==> config.mk <==
export PLATFORM = sky130hd
export DESIGN_NAME = uart_rx_word_packer_flat
export DESIGN_NICKNAME = d
export VERILOG_FILES = /design/src/rtl/uart_rx_word_packer_if.sv /design/src/rtl/uart_rx_word_packer.sv /design/src/flat_wrapper.sv
export SDC_FILE = /design/constraint.sdc
export NUM_CORES = 1
export LEC_CHECK = 0
export ABC_CLOCK_PERIOD_IN_PS = 2000
export CAP_MARGIN = 20
export CELL_PAD_IN_SITES_DETAIL_PLACEMENT = 0
export CELL_PAD_IN_SITES_GLOBAL_PLACEMENT = 1
export CORE_MARGIN = 3
export CORE_UTILIZATION = 35
export DETAILED_ROUTE_END_ITERATION = 7
export PLACE_DENSITY_LB_ADDON = 0.05
export RECOVER_POWER = 50
export SLEW_MARGIN = 20
export SYNTH_ARGS = -nofsm -noshare
export SYNTH_HDL_FRONTEND = slang
export SYNTH_SLANG_ARGS = --single-unit
==> constraint.sdc <==
create_clock -name clk -period 2 [get_ports clk]
set_clock_uncertainty 0.05 [all_clocks]
set_input_delay 0.4 -clock clk [delete_from_list [all_inputs] [get_ports clk]]
set_output_delay 0.4 -clock clk [all_outputs]
set_load 0.01 [all_outputs]
==> src/rtl/uart_rx_word_packer_if.sv <==
`default_nettype none
// ============================================================================
// uart_rx_word_packer_if : byte-in / word-out bundle for uart_rx_word_packer
// Rev 1.0
// ============================================================================
interface uart_rx_word_packer_if #(
   parameter int DATA_W = 16
);
   localparam int CNT_W = $clog2(DATA_W / 8) + 1;

   logic [2:0]        sel;
   logic [7:0]        rx_byte;
   logic              rx_valid;
   logic              word_ready;
   logic              ovr_clr;
   logic [DATA_W-1:0] word_out;
   logic              word_valid;
   logic [CNT_W-1:0]  byte_cnt;
   logic              timeout;
   logic              overrun;

   modport master (
      input  sel, rx_byte, rx_valid, word_ready, ovr_clr,
      output word_out, word_valid, byte_cnt, timeout, overrun
   );

   modport slave (
      output sel, rx_byte, rx_valid, word_ready, ovr_clr,
      input  word_out, word_valid, byte_cnt, timeout, overrun
   );
endinterface
`default_nettype wire

==> src/rtl/uart_rx_word_packer.sv <==
`default_nettype none
// ============================================================================
// uart_rx_word_packer : packs UART bytes into DATA_W words (or bypasses them)
// Rev 1.0
// ============================================================================
module uart_rx_word_packer #(
   parameter int DATA_W      = 16,
   parameter bit MSB_FIRST   = 1'b1,
   parameter int TIMEOUT_CYC = 1024
) (
   input  wire logic              clk,
   input  wire logic              rst_n,
   uart_rx_word_packer_if.master  bus
);
   localparam int NBYTES = DATA_W / 8;
   localparam int CNT_W  = $clog2(NBYTES) + 1;
   localparam int IDLE_W = $clog2(TIMEOUT_CYC + 1);
   localparam logic [CNT_W-1:0]  C_LAST_CNT = CNT_W'(NBYTES - 1);
   localparam logic [IDLE_W-1:0] C_TO_LAST  = IDLE_W'(TIMEOUT_CYC - 1);

   typedef enum logic [1:0] {
      S_IDLE    = 2'd0,
      S_COLLECT = 2'd1,
      S_HOLD    = 2'd2
   } state_t;

   state_t            state_q;
   logic [DATA_W-1:0] word_q;
   logic [CNT_W-1:0]  cnt_q;
   logic [IDLE_W-1:0] idle_q;
   logic [7:0]        skid_q;
   logic              skid_vld_q;
   logic              timeout_q;
   logic              overrun_q;

   logic              w_hold;
   logic              w_take_skid;
   logic              w_take;
   logic              w_drop;
   logic [7:0]        w_byte;
   int                w_lane;
   logic [DATA_W-1:0] w_lane_word;

   // The skid byte always has priority over a fresh strobe outside HOLD.
   assign w_hold      = (state_q == S_HOLD);
   assign w_take_skid = !w_hold && skid_vld_q;
   assign w_take      = !w_hold && (skid_vld_q || bus.rx_valid);
   assign w_drop      = w_hold && bus.rx_valid && skid_vld_q;
   assign w_byte      = w_take_skid ? skid_q : bus.rx_byte;

   always_comb begin
      w_lane      = MSB_FIRST ? (NBYTES - 1 - int'(cnt_q)) : int'(cnt_q);
      w_lane_word = (state_q == S_IDLE) ? '0 : word_q;
      for (int i = 0; i < NBYTES; i++) begin
         if (i == w_lane) begin
            w_lane_word[i*8 +: 8] = w_byte;
         end
      end
   end

   always_ff @(posedge clk or negedge rst_n) begin
      if (!rst_n) begin
         state_q    <= S_IDLE;
         word_q     <= '0;
         cnt_q      <= '0;
         idle_q     <= '0;
         skid_q     <= '0;
         skid_vld_q <= 1'b0;
         timeout_q  <= 1'b0;
         overrun_q  <= 1'b0;
      end else begin
         timeout_q <= 1'b0;
         overrun_q <= w_drop || (overrun_q && !bus.ovr_clr);

         if (w_hold) begin
            if (bus.rx_valid && !skid_vld_q) begin
               skid_q     <= bus.rx_byte;
               skid_vld_q <= 1'b1;
            end
         end else if (skid_vld_q) begin
            skid_vld_q <= bus.rx_valid;
            if (bus.rx_valid) begin
               skid_q <= bus.rx_byte;
            end
         end

         // Mode is only sampled here; afterwards the state itself remembers it.
         case (state_q)
            S_IDLE: begin
               idle_q <= '0;
               if (w_take) begin
                  cnt_q <= CNT_W'(1);
                  if (bus.sel == 3'b000) begin
                     word_q  <= DATA_W'(w_byte);
                     state_q <= S_HOLD;
                  end else begin
                     word_q  <= w_lane_word;
                     state_q <= S_COLLECT;
                  end
               end
            end
            S_COLLECT: begin
               if (w_take) begin
                  word_q <= w_lane_word;
                  cnt_q  <= cnt_q + CNT_W'(1);
                  idle_q <= '0;
                  if (cnt_q == C_LAST_CNT) begin
                     state_q <= S_HOLD;
                  end
               end else if (idle_q == C_TO_LAST) begin
                  word_q    <= '0;
                  cnt_q     <= '0;
                  idle_q    <= '0;
                  timeout_q <= 1'b1;
                  state_q   <= S_IDLE;
               end else begin
                  idle_q <= idle_q + IDLE_W'(1);
               end
            end
            S_HOLD: begin
               if (bus.word_ready) begin
                  word_q  <= '0;
                  cnt_q   <= '0;
                  state_q <= S_IDLE;
               end
            end
            default: begin
               state_q <= S_IDLE;
            end
         endcase
      end
   end

   assign bus.word_out   = word_q;
   assign bus.word_valid = w_hold;
   assign bus.byte_cnt   = cnt_q;
   assign bus.timeout    = timeout_q;
   assign bus.overrun    = overrun_q;

endmodule
`default_nettype wire

==> src/flat_wrapper.sv <==
// flat-port wrapper written by rule: the top's interface ports become plain ports
module uart_rx_word_packer_flat 
#(
   parameter int DATA_W      = 16,
   parameter bit MSB_FIRST   = 1'b1,
   parameter int TIMEOUT_CYC = 1024
)
  (clk, rst_n, bus_sel, bus_rx_byte, bus_rx_valid, bus_word_ready, bus_ovr_clr, bus_word_out, bus_word_valid, bus_byte_cnt, bus_timeout, bus_overrun);
  uart_rx_word_packer_if #(.DATA_W(DATA_W)) bus_i ();
  input  wire logic clk;
  input  wire logic rst_n;
  input wire logic [$bits(bus_i.sel)-1:0] bus_sel;
  input wire logic [$bits(bus_i.rx_byte)-1:0] bus_rx_byte;
  input wire logic [$bits(bus_i.rx_valid)-1:0] bus_rx_valid;
  input wire logic [$bits(bus_i.word_ready)-1:0] bus_word_ready;
  input wire logic [$bits(bus_i.ovr_clr)-1:0] bus_ovr_clr;
  output wire logic [$bits(bus_i.word_out)-1:0] bus_word_out;
  output wire logic [$bits(bus_i.word_valid)-1:0] bus_word_valid;
  output wire logic [$bits(bus_i.byte_cnt)-1:0] bus_byte_cnt;
  output wire logic [$bits(bus_i.timeout)-1:0] bus_timeout;
  output wire logic [$bits(bus_i.overrun)-1:0] bus_overrun;
  assign bus_i.sel = bus_sel;
  assign bus_i.rx_byte = bus_rx_byte;
  assign bus_i.rx_valid = bus_rx_valid;
  assign bus_i.word_ready = bus_word_ready;
  assign bus_i.ovr_clr = bus_ovr_clr;
  assign bus_word_out = bus_i.word_out;
  assign bus_word_valid = bus_i.word_valid;
  assign bus_byte_cnt = bus_i.byte_cnt;
  assign bus_timeout = bus_i.timeout;
  assign bus_overrun = bus_i.overrun;
  uart_rx_word_packer #(.DATA_W(DATA_W), .MSB_FIRST(MSB_FIRST), .TIMEOUT_CYC(TIMEOUT_CYC)) u_core (.clk(clk), .rst_n(rst_n), .bus(bus_i));
endmodule
-- Word level (Yosys, flattened, before mapping)
Cells that the tools add are included.
- add/sub/neg operators: 3
- mux-type cells: 33
- reductions and logical operators: 21
- eq/ne operators: 10
- operators by type and width (kind ; number):
    $mux W16 ; 6
    $mux W8 ; 7
    $pmux W16 S3 ; 1
    $eq A2 B32 Y1 const A ; 1
    $logic_not A32 Y1 ; 1
    $mux W11 ; 2
    $pmux W11 S2 ; 1
    $mux W2 ; 8
    $pmux W2 S3 ; 2
    $add A11 B1 Y11 const B ; 1
    $eq A11 B10 Y1 const B ; 1
    $reduce_and A4 Y1 ; 2
    $logic_and A1 B1 Y1 ; 6
    $mux W1 ; 6
    $reduce_bool A2 Y1 ; 3
    $eq A2 B1 Y1 const B ; 2
    $ne A2 B2 Y1 const B ; 2
    $logic_not A1 Y1 ; 3
    $logic_not A3 Y1 ; 1
    $ne A3 B1 Y1 const B ; 1
    $ne A3 B3 Y1 const B ; 1
    $reduce_and A3 Y1 ; 1
    $reduce_bool A3 Y1 ; 1
    $sub A1 B2 Y3 const A ; 1
    other kinds (5) ; 6
- input port bits: 16
- word-level logic and storage cells: 75
- output and inout port bits: 21
- register bits: 42

-- Longest topological paths before layout
Gate-level depths: netlist of the first run.
- word-level depth: 8
- mapped depth: 11
- gate-level depth less buffers: 7

-- Least setup slack after synthesis of the first run
Ideal clock, no wire load.
- path kind: reg-to-reg
- start: reg u_core.state_q[0]
- end: reg u_core.word_q[11], in the netlist u_core.bus.word_out[11]
- period minus slack after synthesis: 2091 ps
- library setup time: 78 ps
- slack: -91 ps
- buffers on the path: 4
- required time: 1872 ps
- cell stages (with the launch flop): 12
- arrival: 1964 ps
- cell sequence: dfrtp_1 > inv_1 > ha_1 > buf_6 > or2_1 > buf_6 > o21ai_2 > a21o_2 > buf_6 > or3b_1 > buf_2 > o2bb2ai_1
- word-level cells in the longest chain between the ends: 8
- elaborated cells on any way between the ends: 18
- those cells by class: 5 x eq/ne; 7 x mux; 6 x reduce/logical
- RTL lines (what ; RTL line ; RTL):
    start: declaration ; uart_rx_word_packer.sv:27 ; state_t state_q;
    start signal: assignment ; uart_rx_word_packer.sv:63 ; state_q <= S_IDLE;
    start signal: assignment ; uart_rx_word_packer.sv:95 ; state_q <= S_HOLD;
    start signal: assignment ; uart_rx_word_packer.sv:98 ; state_q <= S_COLLECT;
    $eq A2 B2 Y1 ; uart_rx_word_packer.sv:45, uart_rx_word_packer.sv:88 ;
    $logic_not A1 Y1 ; uart_rx_word_packer.sv:46, uart_rx_word_packer.sv:47 ;
    $logic_and A1 B1 Y1 ; uart_rx_word_packer.sv:46 ; assign w_take_skid = !w_hold && skid_vld_q;
    $mux W8 ; uart_rx_word_packer.sv:49 ; assign w_byte = w_take_skid ? skid_q : bus.rx_byte;
    $mux W8 ; uart_rx_word_packer.sv:55 ; if (i == w_lane) begin
    $mux W16 ; uart_rx_word_packer.sv:93 ; if (bus.sel == 3'b000) begin
    $mux W16 ; uart_rx_word_packer.sv:91 ; if (w_take) begin
    $pmux W16 S3 ; uart_rx_word_packer.sv:88 ; case (state_q)
    end signal: assignment ; uart_rx_word_packer.sv:94 ; word_q <= DATA_W'(w_byte);
    end signal: assignment ; uart_rx_word_packer.sv:97 ; word_q <= w_lane_word;
    end signal: assignment ; uart_rx_word_packer.sv:104 ; word_q <= w_lane_word;
    end: declaration ; uart_rx_word_packer.sv:28 ; logic [DATA_W-1:0] word_q;
Several ways; a longest one is shown, not always the timed one. The select of a mux whose other input is x is not followed.
A chain may end at the register's enable or synchronous reset.

-- Worst setup path after layout of the first run
- start: reg u_core.state_q[1]
- end: reg u_core.word_q[11], in the netlist u_core.bus.word_out[11]
The elaborated chain is that of the path after synthesis.

==> run_results.csv, run 1 <==
group,metric,value,unit
clock_tree,cts_inserted_buffers,5,
clock_tree,clock_sinks,42,
timing,post-route-period-util,0.9685,
clock_tree,cts_tree,"built",
placed_design,post-dp-hpwl,3.493,mm
timing,drv_slew,0,
placed_design,place_congestion,0.8346,
critical_path,r2r_slack,0.06,ns
synthesis,synthFlopType,"dfrtp_1",
critical_path,worst_setup_path_start_kind,"register",
clock_tree,clock_latency,0.29,ns
final_layout,nets,264,
critical_path,r2r-start,"u_core.state_q[1]$_DFFE_PN0P_",
synthesis,yosys_warnings,0,
critical_path,r2r_cells,7,
synthesis,synth_top_cells_by_count,"42 x dfrtp_1, 16 x o2bb2ai_1, 13 x nand2_1, 11 x nor2_1, 10 x o21ai_0",
power_and_ir_drop,p_comb_frac,0.548,
critical_path,crit_end,"u_core.bus.word_out[11]$_DFFE_PN0P_",
power_and_ir_drop,vdd.ir_drop.worst,0.0007128,V
worst_hold_path,hold_path_class,"input pin to asynchronous set/reset pin",
final_layout,syn2layout_area_growth,36.55,%
die,placementRows,27,
timing,fin_setup_tns,0,ns
critical_path,critPathCaptureType,"register",
synthesis,yosys.area.top_type,"dfrtp_1",
flow_run,max_cap_violations,0,
die,core_area,5574,µm²
clock_tree,clockBufferDepth,2,
timing,tightest_slew,1.028,ns
critical_path,r2r-end,"u_core.bus.word_out[11]$_DFFE_PN0P_",
timing,grt_setup_unrepaired,"yes",
synthesis,ys_ff_latch,42,
global_routing,grt_usage,0.1554,
critical_path,cpLargestDelayFamily,"simple AND/OR/NAND/NOR gates",
critical_path,critPathKind,"register to register",
synthesis,synthesis.nets,201,
synthesis,synth-edff-count,0,
timing,setup_viol,0,
critical_path,startpoint,"u_core.state_q[1]$_DFFE_PN0P_",
synthesis,synth_area_per_cell,11.42,µm²
global_routing,grt_max_degree,43,
critical_path,cpPeakStageDelay,0.45,ns
critical_path,required,2.17,ns
power_and_ir_drop,clkPwrFrac,0.143,
final_layout,diodes,0,
clock_tree,cts_hold_buf,0,
synthesis,yosys-top-cells-area,"dfrtp_1 52%, o2bb2ai_1 6.9%, mux2i_1 4.4%",
die,die_h,82.22,µm
critical_path,critical_path_depth,7,
final_layout,fin_util,0.4981,
placed_design,portBuffers,36,
die,dieArea,6759,µm²
synthesis,yosysMostFrequentCell,"dfrtp_1",
critical_path,crit_arrival,2.11,ns
final_layout,fill_cells,515,
synthesis,synth_top_area_share,0.5169,
final_layout,fin_cells,314,
detailed_routing,via_per_inst,5.169,
power_and_ir_drop,sw_frac_of_total,0.3958,
power_and_ir_drop,seq_power_share,0.308,
clock_tree,path_clk_slew,0.09,ns
timing,hold_violations,0,
critical_path,crit_fanout,8,
placed_design,dp_cells,305,
critical_path,crit_slowest_cell,"or3b_4",
detailed_routing,wire_per_inst,15.02,µm
detailed_routing,firstDrtPassIters,4,
power_and_ir_drop,switching_power,1.592,mW
synthesis,yosysSeqAreaShare,0.5169,
synthesis,syn_area,2033,µm²
synthesis,async_reset_ff_frac,1.000,
detailed_routing,drt_iter0_markers,60,
timing,max_freq,516.3,MHz
timing,final.min_clock_period,1.937,ns
critical_path,crit_chain,"inv_1, ha_2, or2_1, o21ai_2, a21o_4, or3b_4, o2bb2ai_1",
clock_tree,cts_root_buf,"clkbuf_8",
global_routing,gr-total-overflow,0,
power_and_ir_drop,p_per_area,1449,nW/µm²
power_and_ir_drop,p_int,2.430,mW
critical_path,crit_buf_inv,1,
outcome,run_status,"finished clean",
die,pin_count,37,
timing,max_slew_margin,0.3148,
clock_tree,cts.htree.levels,2,
synthesis,yosysUniqueCellTypes,43,
detailed_routing,drt_wl_total,4.717,mm
final_layout,drive_gt1_frac,0.2521,
detailed_routing,vias,1623,
global_routing,grt_pass1_vias,1624,
power_and_ir_drop,p_leak,1.197,nW
die,start_util,0.3648,
global_routing,antenna_found_initial,0,
power_and_ir_drop,power,4.022,mW
timing,whs,0.3080,ns
die,die_w,82.22,µm
global_routing,grt_pass1_wl,8.010,mm
detailed_routing,ant_nets,0,
synthesis,syn_inst,178,
detailed_routing,drc,0,
-- state kept, by name, summed over array words and instances (netlist names) --
register,flops
u_core.bus.timeout,1
u_core.bus.byte_cnt,2
u_core.skid_q,8
u_core.bus.word_out,16
u_core.bus.overrun,1
u_core.idle_q,11
u_core.skid_vld_q,1
u_core.state_q,2
-- power groups by stage --
stage                     Combinational [mW]  Clock, mW  Sequential, mW
final                                   2.21      0.576            1.24
after global routing                    2.43      0.637            1.27
after CTS                               2.10      0.595            1.24
after detailed placement                2.07          0            1.26
after global placement                  2.01          0            1.25
after floorplan                         1.26          0            1.28
-- logic make-up (layout without fill, tap and decap cells) --
| kind of cell | after synthesis | count (layout) | share of synthesized area |
|---|---|---|---|
| adders and majority gates | 8 | 8 | 0.04800 |
| xor gates and xnor gates | 1 | 1 | 0.004308 |
| buffers and inverters | 13 | 77 | 0.03692 |
| muxes | 17 | 17 | 0.08862 |
| AOI/OAI and AO/OA | 55 | 55 | 0.2031 |
| DFF | 42 | 42 | 0.5169 |
| and+or+nand+nor | 42 | 42 | 0.1022 |
-- worst reg2reg max path, cell delays in order, from the launching register on --
cell and delay (ns):
dfrtp_1 0.39, inv_1 0.08, ha_2 0.20, or2_1 0.26, o21ai_2 0.13, a21o_4 0.13, or3b_4 0.45, o2bb2ai_1 0.17
-- worst min path at each step --
stage                                         from                             endpoint  slack, ns  cells after the start
6_report                                     rst_n        u_core.state_q[0]$_DFFE_PN0P_       0.31                      2
5_1_grt                                      rst_n         u_core.skid_q[1]$_DFFE_PN0P_       0.40                      2
4_1_cts                                      rst_n         u_core.skid_q[1]$_DFFE_PN0P_       0.13                      2
3_5_place_dp         u_core.idle_q[10]$_DFFE_PN0N_        u_core.idle_q[10]$_DFFE_PN0N_       0.42                      1
3_3_place_gp   u_core.bus.word_out[14]$_DFFE_PN0P_  u_core.bus.word_out[14]$_DFFE_PN0P_       0.42                      1
2_1_floorplan                                rst_n   u_core.bus.byte_cnt[0]$_DFFE_PN0P_       0.05                      0
-- metal layers --
metal | share of wire | GRT usage
met1 | 0.47 | 0.2111
met2 | 0.48 | 0.2460
met3 | 0.045 | 0.03688
met4 | 0.0078 | 0.04485
met5 | 0 | 0
-- cell type report --
cell class	count	area, µm²	share of cell area
clock inverters	3	23.77	0.008562
inverters	7	26.28	0.009464
multi-input cells	123	973.4	0.3506
repair buffers	62	543.0	0.1956
flip-flops and latches	42	1051	0.3785
clock buffers	5	68.82	0.02479
well taps	72	90.09	0.03245
-- repair_timing --
item                                    4_1_cts  5_1_grt
pin swaps                                     0        4
buffers inserted                              0        1
endpoints found under the setup margin       25       24
resized for setup                             5        8
-- cell usage in the layout (no fill, tap or decap), types with 2 or more instances in the layout --
cell / instances
nor2_1: 11
a22o_1: 3
dlygate4sd3_1: 7
clkdlybuf4s50_1: 27
o21ai_1: 2
a21oi_1: 2
and3_1: 2
mux2i_1: 9
clkbuf_8: 5
nand2_1: 12
nor3_1: 2
mux2_2: 8
nand3_1: 2
inv_1: 6
buf_4: 24
a31oi_1: 5
o21ai_0: 10
nand4_1: 3
dfrtp_1: 42
o2bb2ai_2: 2
clkinvlp_4: 2
o2bb2ai_1: 14
ha_1: 4
ha_2: 3
-- metrics by stage --
step	worst slack, ns	cell area [µm²]
2_1_floorplan	-0.04764	2046
3_3_place_gp	-0.1365	2624
3_5_place_dp	-0.1881	2624
4_1_cts	0.008421	2729
5_1_grt	-0.002142	2776
6_report	0.06308	2776
(Power assumes the default switching activity.)
==> run 2: changes to the inputs <==
--- a/config.mk
+++ b/config.mk
@@ -6,7 +6,6 @@
 export NUM_CORES = 1
 export LEC_CHECK = 0
 export ABC_CLOCK_PERIOD_IN_PS = 2000
-export CAP_MARGIN = 20
 export CELL_PAD_IN_SITES_DETAIL_PLACEMENT = 0
 export CELL_PAD_IN_SITES_GLOBAL_PLACEMENT = 1
 export CORE_MARGIN = 3
@@ -14,6 +13,7 @@
 export DETAILED_ROUTE_END_ITERATION = 7
 export PLACE_DENSITY_LB_ADDON = 0.05
 export RECOVER_POWER = 50
+export SKIP_LAST_GASP = 1
 export SLEW_MARGIN = 20
 export SYNTH_ARGS = -nofsm -noshare
 export SYNTH_HDL_FRONTEND = slang
==> results of run 2 <==
Final layout, timing and power as in run 1 (identical DEF).
